===== config.mk =====
export PLATFORM = sky130hd
export DESIGN_NAME = vga_timing_gen
export DESIGN_NICKNAME = d
export VERILOG_FILES = /design/src/rtl/vga_timing_gen.sv
export SDC_FILE = /design/constraint.sdc
export NUM_CORES = 1
export LEC_CHECK = 0
export BUFFER_PORTS_ARGS = -buffer_cell sky130_fd_sc_hd__buf_2
export CAP_MARGIN = 30
export CORE_MARGIN = 2
export CORE_UTILIZATION = 45
export DETAILED_ROUTE_END_ITERATION = 16
export PLACE_DENSITY = 0.72
export SYNTH_ARGS = -nofsm -noshare
export SYNTH_HDL_FRONTEND = slang
export SYNTH_SLANG_ARGS = --single-unit

===== constraint.sdc =====
create_clock -name clk -period 3.34 [get_ports clk]
set_clock_uncertainty 0.1 [all_clocks]
set_input_delay 0.334 -clock clk [delete_from_list [all_inputs] [get_ports clk]]
set_output_delay 0.334 -clock clk [all_outputs]
set_load 0.01 [all_outputs]

===== src/rtl/vga_timing_gen.sv =====
// VGA raster timing generator: pixel-rate prescaler plus horizontal/vertical counters
// with registered sync, active, coordinate and line/frame strobe outputs.
module vga_timing_gen #(
    parameter int H_SYNC  = 96,
    parameter int H_BP    = 48,
    parameter int H_ACT   = 640,
    parameter int H_FP    = 16,
    parameter int V_SYNC  = 2,
    parameter int V_BP    = 33,
    parameter int V_ACT   = 480,
    parameter int V_FP    = 10,
    parameter int H_POL   = 0,
    parameter int V_POL   = 0,
    parameter int CLK_DIV = 2,
    parameter int CW      = 11
) (
    input  logic          clk,
    input  logic          rst,
    input  logic          en,
    output logic          pix_ce,
    output logic [CW-1:0] hcount,
    output logic [CW-1:0] vcount,
    output logic          hsync,
    output logic          vsync,
    output logic          hactive,
    output logic          vactive,
    output logic          active,
    output logic [CW-1:0] pix_x,
    output logic [CW-1:0] pix_y,
    output logic          line_start,
    output logic          frame_start
);
    localparam int   H_TOTAL = H_SYNC + H_BP + H_ACT + H_FP;
    localparam int   V_TOTAL = V_SYNC + V_BP + V_ACT + V_FP;
    localparam int   DW      = (CLK_DIV > 1) ? $clog2(CLK_DIV) : 1;
    localparam logic HP      = (H_POL != 0);
    localparam logic VP      = (V_POL != 0);

    if (H_SYNC < 1 || H_BP < 1 || H_ACT < 1 || H_FP < 1) begin : g_bad_h
        $error("vga_timing_gen: every horizontal region must be >= 1");
    end
    if (V_SYNC < 1 || V_BP < 1 || V_ACT < 1 || V_FP < 1) begin : g_bad_v
        $error("vga_timing_gen: every vertical region must be >= 1");
    end
    if (CLK_DIV < 1) begin : g_bad_div
        $error("vga_timing_gen: CLK_DIV must be >= 1");
    end
    if (H_TOTAL >= (1 << CW) || V_TOTAL >= (1 << CW)) begin : g_bad_cw
        $error("vga_timing_gen: raster totals do not fit in CW bits");
    end

    logic [DW-1:0] div, div_n;
    logic          tick, hwrap, vwrap;
    logic [CW-1:0] h_n, v_n, px_n, py_n;
    logic          hs_n, vs_n, ha_n, va_n;

    // Decode from the next-state counters so every output lines up with hcount/vcount.
    always_comb begin
        tick  = en && (div == DW'(CLK_DIV - 1));
        div_n = tick ? '0 : (en ? div + 1'b1 : div);
        hwrap = tick && (hcount == CW'(H_TOTAL - 1));
        vwrap = hwrap && (vcount == CW'(V_TOTAL - 1));
        h_n   = hcount;
        v_n   = vcount;
        if (tick) h_n = hwrap ? '0 : hcount + 1'b1;
        if (hwrap) v_n = vwrap ? '0 : vcount + 1'b1;
        hs_n  = (h_n < CW'(H_SYNC)) ? HP : ~HP;
        vs_n  = (v_n < CW'(V_SYNC)) ? VP : ~VP;
        ha_n  = (h_n >= CW'(H_SYNC + H_BP)) && (h_n < CW'(H_SYNC + H_BP + H_ACT));
        va_n  = (v_n >= CW'(V_SYNC + V_BP)) && (v_n < CW'(V_SYNC + V_BP + V_ACT));
        px_n  = (ha_n && va_n) ? h_n - CW'(H_SYNC + H_BP) : '0;
        py_n  = va_n ? v_n - CW'(V_SYNC + V_BP) : '0;
    end

    always_ff @(posedge clk or posedge rst) begin
        if (rst) begin
            div         <= '0;
            hcount      <= '0;
            vcount      <= '0;
            pix_ce      <= 1'b0;
            line_start  <= 1'b0;
            frame_start <= 1'b0;
            hsync       <= HP;
            vsync       <= VP;
            hactive     <= 1'b0;
            vactive     <= 1'b0;
            active      <= 1'b0;
            pix_x       <= '0;
            pix_y       <= '0;
        end else if (en) begin
            div         <= div_n;
            hcount      <= h_n;
            vcount      <= v_n;
            pix_ce      <= (div_n == DW'(CLK_DIV - 1));
            line_start  <= hwrap;
            frame_start <= vwrap;
            hsync       <= hs_n;
            vsync       <= vs_n;
            hactive     <= ha_n;
            vactive     <= va_n;
            active      <= ha_n && va_n;
            pix_x       <= px_n;
            pix_y       <= py_n;
        end else begin
            pix_ce      <= 1'b0;
            line_start  <= 1'b0;
            frame_start <= 1'b0;
        end
    end
endmodule


# Yosys cells after proc, flatten, opt, wreduce, memory -nomap -nowiden
# Index checks and enable logic that the tools add are counted.
# W data, S select, Z words.
# op_classes
n_addsub,5
n_lt_le_gt_ge,6
n_eq_ne,2
mux,12
n_reduce_logical,6
# ops
cell,n
$mux W11,6
$add A11 B1 Y11 const B,2
$eq A11 B10 Y1 const B,2
$lt A11 B10 Y1 const B,2
$ge A11 B6 Y1 const B,1
$ge A11 B8 Y1 const B,1
$lt A11 B2 Y1 const B,1
$lt A11 B7 Y1 const B,1
$sub A11 B6 Y11 const B,1
$sub A11 B8 Y11 const B,1
$logic_and A1 B1 Y1,6
$mux W1,6
$add A1 B1 Y1 const B,1
# totals
reg_bits,53
inputBits,3
out_inout_bits,52
elab_cells,44

# Longest topological paths before layout
# logic_depth
ltp_word,9
mapped_depth,15
ltp_nobuf,14

# Least setup slack after synthesis
# No wires, ideal clock.
# synth_timing
path_type,register to register
start,reg hcount[5]
end,reg pix_y[5]
setup_ns,0.075
arrival_time_ns,3.434
required_ns,3.165
setup_slack_ns,-0.269
stages_incl_launch_ff,12
path_buffers,3
period_less_slack_ns,3.609
cell_sequence,dfrtp_1 or4b_4 or4_4 buf_6 buf_6 o31ai_4 o211ai_1 or4_4 a211oi_4 nand2_4 buf_6 o2bb2ai_2
# synth_via
elab_chain_len,8
elab_cells_between_ends,10
cone_classes,add/sub: 1; order compare: 2; eq/ne: 1; mux: 3; reduce/logical: 3
# synth_rtl
element,line,text
from (decl),21,"output logic [CW-1:0] hcount,"
from (signal assigned),92,hcount <= h_n;
$eq A11 B10 Y1 *,61,hwrap = tick && (hcount == CW'(H_TOTAL - 1));
$logic_and A1 B1 Y1 *,61,
$logic_and A1 B1 Y1,62,vwrap = hwrap && (vcount == CW'(V_TOTAL - 1));
$mux W11,66,if (hwrap) v_n = vwrap ? '0 : vcount + 1'b1;
$mux W11 *,66,
$ge A11 B6 Y1 / $lt A11 B10 Y1 (equally long branches),70,va_n = (v_n >= CW'(V_SYNC + V_BP)) && (v_n < CW'(V_SYNC + V_BP + V_ACT));
$logic_and A1 B1 Y1,70,
$mux W11 *,72,py_n = va_n ? v_n - CW'(V_SYNC + V_BP) : '0;
to (signal assigned),103,pix_y <= py_n;
to (decl),29,"output logic [CW-1:0] pix_y,"
# Every way passes the cells marked *; elsewhere a longest branch is shown, timed or not.
# A chain may end at the register's enable or synchronous reset.

# Final worst setup path
# layout_timing
start,reg hcount[7]
end,reg pix_x[4]
# layout_via
elab_chain_len,9
elab_cells_between_ends,17
cone_classes,add/sub: 2; order compare: 4; eq/ne: 1; mux: 5; reduce/logical: 5
# layout_rtl
element,line,text
"parallel branches: the longest is 8 deep, another holds $add A11 B1 Y11",--,
$mux W11 *,71,px_n = (ha_n && va_n) ? h_n - CW'(H_SYNC + H_BP) : '0;
to (signal assigned),102,pix_x <= px_n;
to (decl),28,"output logic [CW-1:0] pix_x,"
# Every way passes the cells marked *.

==> impl_metrics.py <==
metrics = {
    "grt": {
        "grt_overflow": 0,
        "grt_pass1_vias": 2634,
        "grt_max_degree": 39,
        "track_usage_pct": 22.8,
        "grt_pass1_wl_mm": 13.4,
        "antenna_found_initial": 0,
    },
    "clocking": {
        "clock_path_buffers": 2,
        "clock-sinks": 53,
        "root_buffer": "clkbuf_8",
        "tritoncts": "yes",
        "postCtsHoldBufs": 0,
        "htree_num_levels": 2,
        "numCtsBuffers": 5,
        "clk_latency_ns": 0.32,
        "path_clk_slew_ns": 0.12,
    },
    "critical_path": {
        "cp-end-kind": "flop",
        "reg2reg_to": "pix_x[4]$_DFFE_PP0P_",
        "start_kind": "flop",
        "crit_top_cell": "or4_4",
        "cp_max_fo": 8,
        "crit-reg2reg-launch": "hcount[7]$_DFFE_PP0P_",
        "rrSetupSlack_ns": -0.09,
        "cpPeakStageDelay_ns": 0.55,
        "cp_cell_sequence": "or4b_4, or4_4, buf_12, o31ai_4, o211ai_1, or4_4, a211oi_4, buf_6, nand3_4, o2bb2ai_2",
        "path_class": "flop to flop",
        "worstPathRequired_ns": 3.49,
        "worst-path-buf-inv": 2,
        "crit_family": "simple AND/OR/NAND/NOR gates",
        "ff2ff_path_depth": 10,
        "cp_slowest_cell": "or4_4",
        "cp_data_arrival_time_ns": 3.57,
    },
    "sta": {
        "layout_min_cycle_time_ns": 3.43,
        "setup_tns_ns": -0.855,
        "fmax_mhz": 292,
        "tightest_slew_ns": 0.807,
        "post-route-period-util_pct": 103,
        "finalSetupViolations": 20,
        "slew_violations": 0,
        "max_slew_margin_pct": 46.1,
        "fin_ws_ns": -0.0874,
        "hold_violations": 0,
        "rsz0062_at_grt": "yes",
        "hold_ws_ns": 0.0526,
    },
    "die": {
        "io-pin-count": 55,
        "die_area_um2": 7370,
        "die_x_um": 85.9,
        "coreArea_um2": 6420,
        "num_rows": 29,
        "initial_core_util_pct": 47.0,
        "die_h_um": 85.9,
    },
    "logic_synthesis": {
        "synth_area_um2": 3020,
        "synth_fa_ha_area_share_pct": 2.49,
        "synth-xor-area-share_pct": 8.46,
        "ys_seq_elements": 53,
        "synth_top_family_by_area": "compound AO/OA/AOI/OAI gates",
        "synth_warnings": 0,
        "synth_edf_count": 0,
        "synthMuxAreaShare_pct": 2.16,
        "synth_nets": 295,
        "synth-simple-area-share_pct": 18.3,
        "synth_cells": 286,
        "ys_seq_area_share_pct": 44.0,
        "async_reset_ff_share_pct": 100,
        "avgSynthCellArea_um2": 10.5,
        "ys_types": 61,
        "synth_compound_area_share_pct": 19.7,
        "yosys_most_used_dff": "dfrtp_1",
    },
    "power": {
        "p_leak_nw": 1.87,
        "power.density_nw_per_um2": 407,
        "total_power_mw": 1.61,
        "ir_drop_mv": 0.401,
    },
    "routing": {
        "via_count": 2613,
        "routed_via_density": 5.66,
        "final_antenna_net_count": 0,
        "drt_iter0_markers": 175,
        "drc": 1,
        "dr.pass1.iters": 10,
        "wl_per_cell_um": 17.6,
        "wirelength_mm": 8.12,
    },
    "placed_design": {
        "hpwl_mm": 5.83,
        "port_buffers": 54,
        "gp_congestion": 0.928,
        "dp.cells": 447,
    },
    "run_status": {
        "violations": "DRC, setup timing",
        "status": "finished with violations",
    },
    "final_layout": {
        "area_delta_synth_final_pct": 30.9,
        "fin_nets": 393,
        "drive_gt1_share_pct": 41.3,
        "fin_util_pct": 61.5,
        "stdcell_count": 462,
        "antenna_cells": 0,
        "multiInputGateArea_um2": 1710,
        "seqCellArea_um2": 1330,
        "fillers": 519,
    },
    "run": {
        "max_cap_viol_count": 0,
    },
    "worst_hold_path": {
        "hold_class": "input pin to asynchronous set/reset pin",
    },
}
-- cell usage after synthesis (3+ instances only) --
cell	instances	area share [%]
dfrtp_1	53	44
nand2_1	23	2.9
inv_1	20	2.5
xnor2_1	17	4.9
nor2_1	15	1.9
o21ai_0	11	1.8
o2bb2ai_1	11	3.2
nand3_1	9	1.5
o2bb2ai_2	9	4.5
xor2_1	9	2.6
a21oi_1	7	1.2
clkbuf_1	7	0.87
ha_1	6	2.5
nor3_1	6	1.0
or4_1	6	1.5
a31oi_1	4	0.83
and4_1	4	1.2
mux2_2	4	1.5
nor4_1	4	0.83
and2_1	3	0.62
buf_6	3	1.1
nand4_1	3	0.62
o211ai_1	3	0.75
-- registers in the layout (all words and copies together) (netlist names), 11 cells and up --
signal and cells:
hcount 11, vcount 11, pix_x 11, pix_y 11
-- per-stage QoR --
step,setup slack [ns],instance area [um^2]
final,-0.0874,3950
after global placement,-0.0906,3660
after CTS,-0.0513,3920
after global routing,-0.241,3950
after floorplan,-0.188,3040
after detailed placement,-0.138,3660
-- routing by layer --
metal	up-vias	global-route usage [%]	wire, um
met3	16	3.46	441
met5	-	0	0
met2	80	36.6	3890
met1	1271	32.2	3650
li1	1246	-	-
met4	0	6.64	136
-- report_power, final --
group	internal (mW)	leakage, nW	switching [mW]	total, mW
Sequential	0.713	0.659	0.0460	0.759
Clock	0.158	0.0506	0.246	0.403
Combinational	0.183	1.16	0.263	0.446
Total	1.05	1.87	0.555	1.61
-- cell usage in the layout (no fill, tap or decap), drive strengths merged, types with 2 or more instances in the layout --
cell     count
clkbuf       5
and2         4
o22a         2
or2          2
a31oi        4
ha           6
nand3       12
mux2         4
o21ai       12
mux2i        2
o311a        2
xor2         9
nand2b       2
o211ai       4
a21oi        7
a211oi       3
o21a         2
and4         4
nand4        3
nor2        15
clkinv       2
dfrtp       53
xnor2       18
o31ai        2
or4          8
nor4         6
buf        100
inv         23
nor3         6
o2bb2ai     20
nand2       25
and3         2
-- kinds of logic (layout without fill, tap and decap cells) --
logic type | after synthesis | after routing
AND/OR/NAND/NOR | 93 | 95
AO/OA/AOI/OAI | 68 | 68
flip-flops | 53 | 53
buffers and inverters | 33 | 130
XOR/XNOR | 27 | 27
adder cells (fa/ha/maj) | 6 | 6
multiplexers | 6 | 6
-- area by class of cell --
type                            instances  share of cell area [%]
Inverter                               22                    2.22
Sequential cell                        53                    33.6
Clock inverter                          3                   0.729
Timing Repair Buffer                  100                    16.0
Multi-Input combinational cell        202                    43.3
Tap cell                               77                    2.44
Clock buffer                            5                    1.74
-- what timing repair did --
action                                  4_1_cts  5_1_grt
endpoints found under the setup margin       23       24
buffers inserted                              5        0
gates resized for setup                      20        6
pin swaps                                    14        3
gates cloned                                  2        0
-- how the worst max path moves through the flow --
stage,start,endpoint,slack [ns],cells past startpoint
6_report,hcount[7]$_DFFE_PP0P_,pix_x[4]$_DFFE_PP0P_,-0.09,10
3_3_place_gp,hcount[7]$_DFFE_PP0P_,pix_x[0]$_DFFE_PP0P_,-0.09,9
3_5_place_dp,hcount[7]$_DFFE_PP0P_,pix_x[1]$_DFFE_PP0P_,-0.14,9
2_1_floorplan,hcount[7]$_DFFE_PP0P_,pix_y[0]$_DFFE_PP0P_,-0.19,12
4_1_cts,hcount[7]$_DFFE_PP0P_,pix_x[4]$_DFFE_PP0P_,-0.05,10
5_1_grt,hcount[7]$_DFFE_PP0P_,pix_x[8]$_DFFE_PP0P_,-0.24,10
Power figures use the tool's default switching activity.
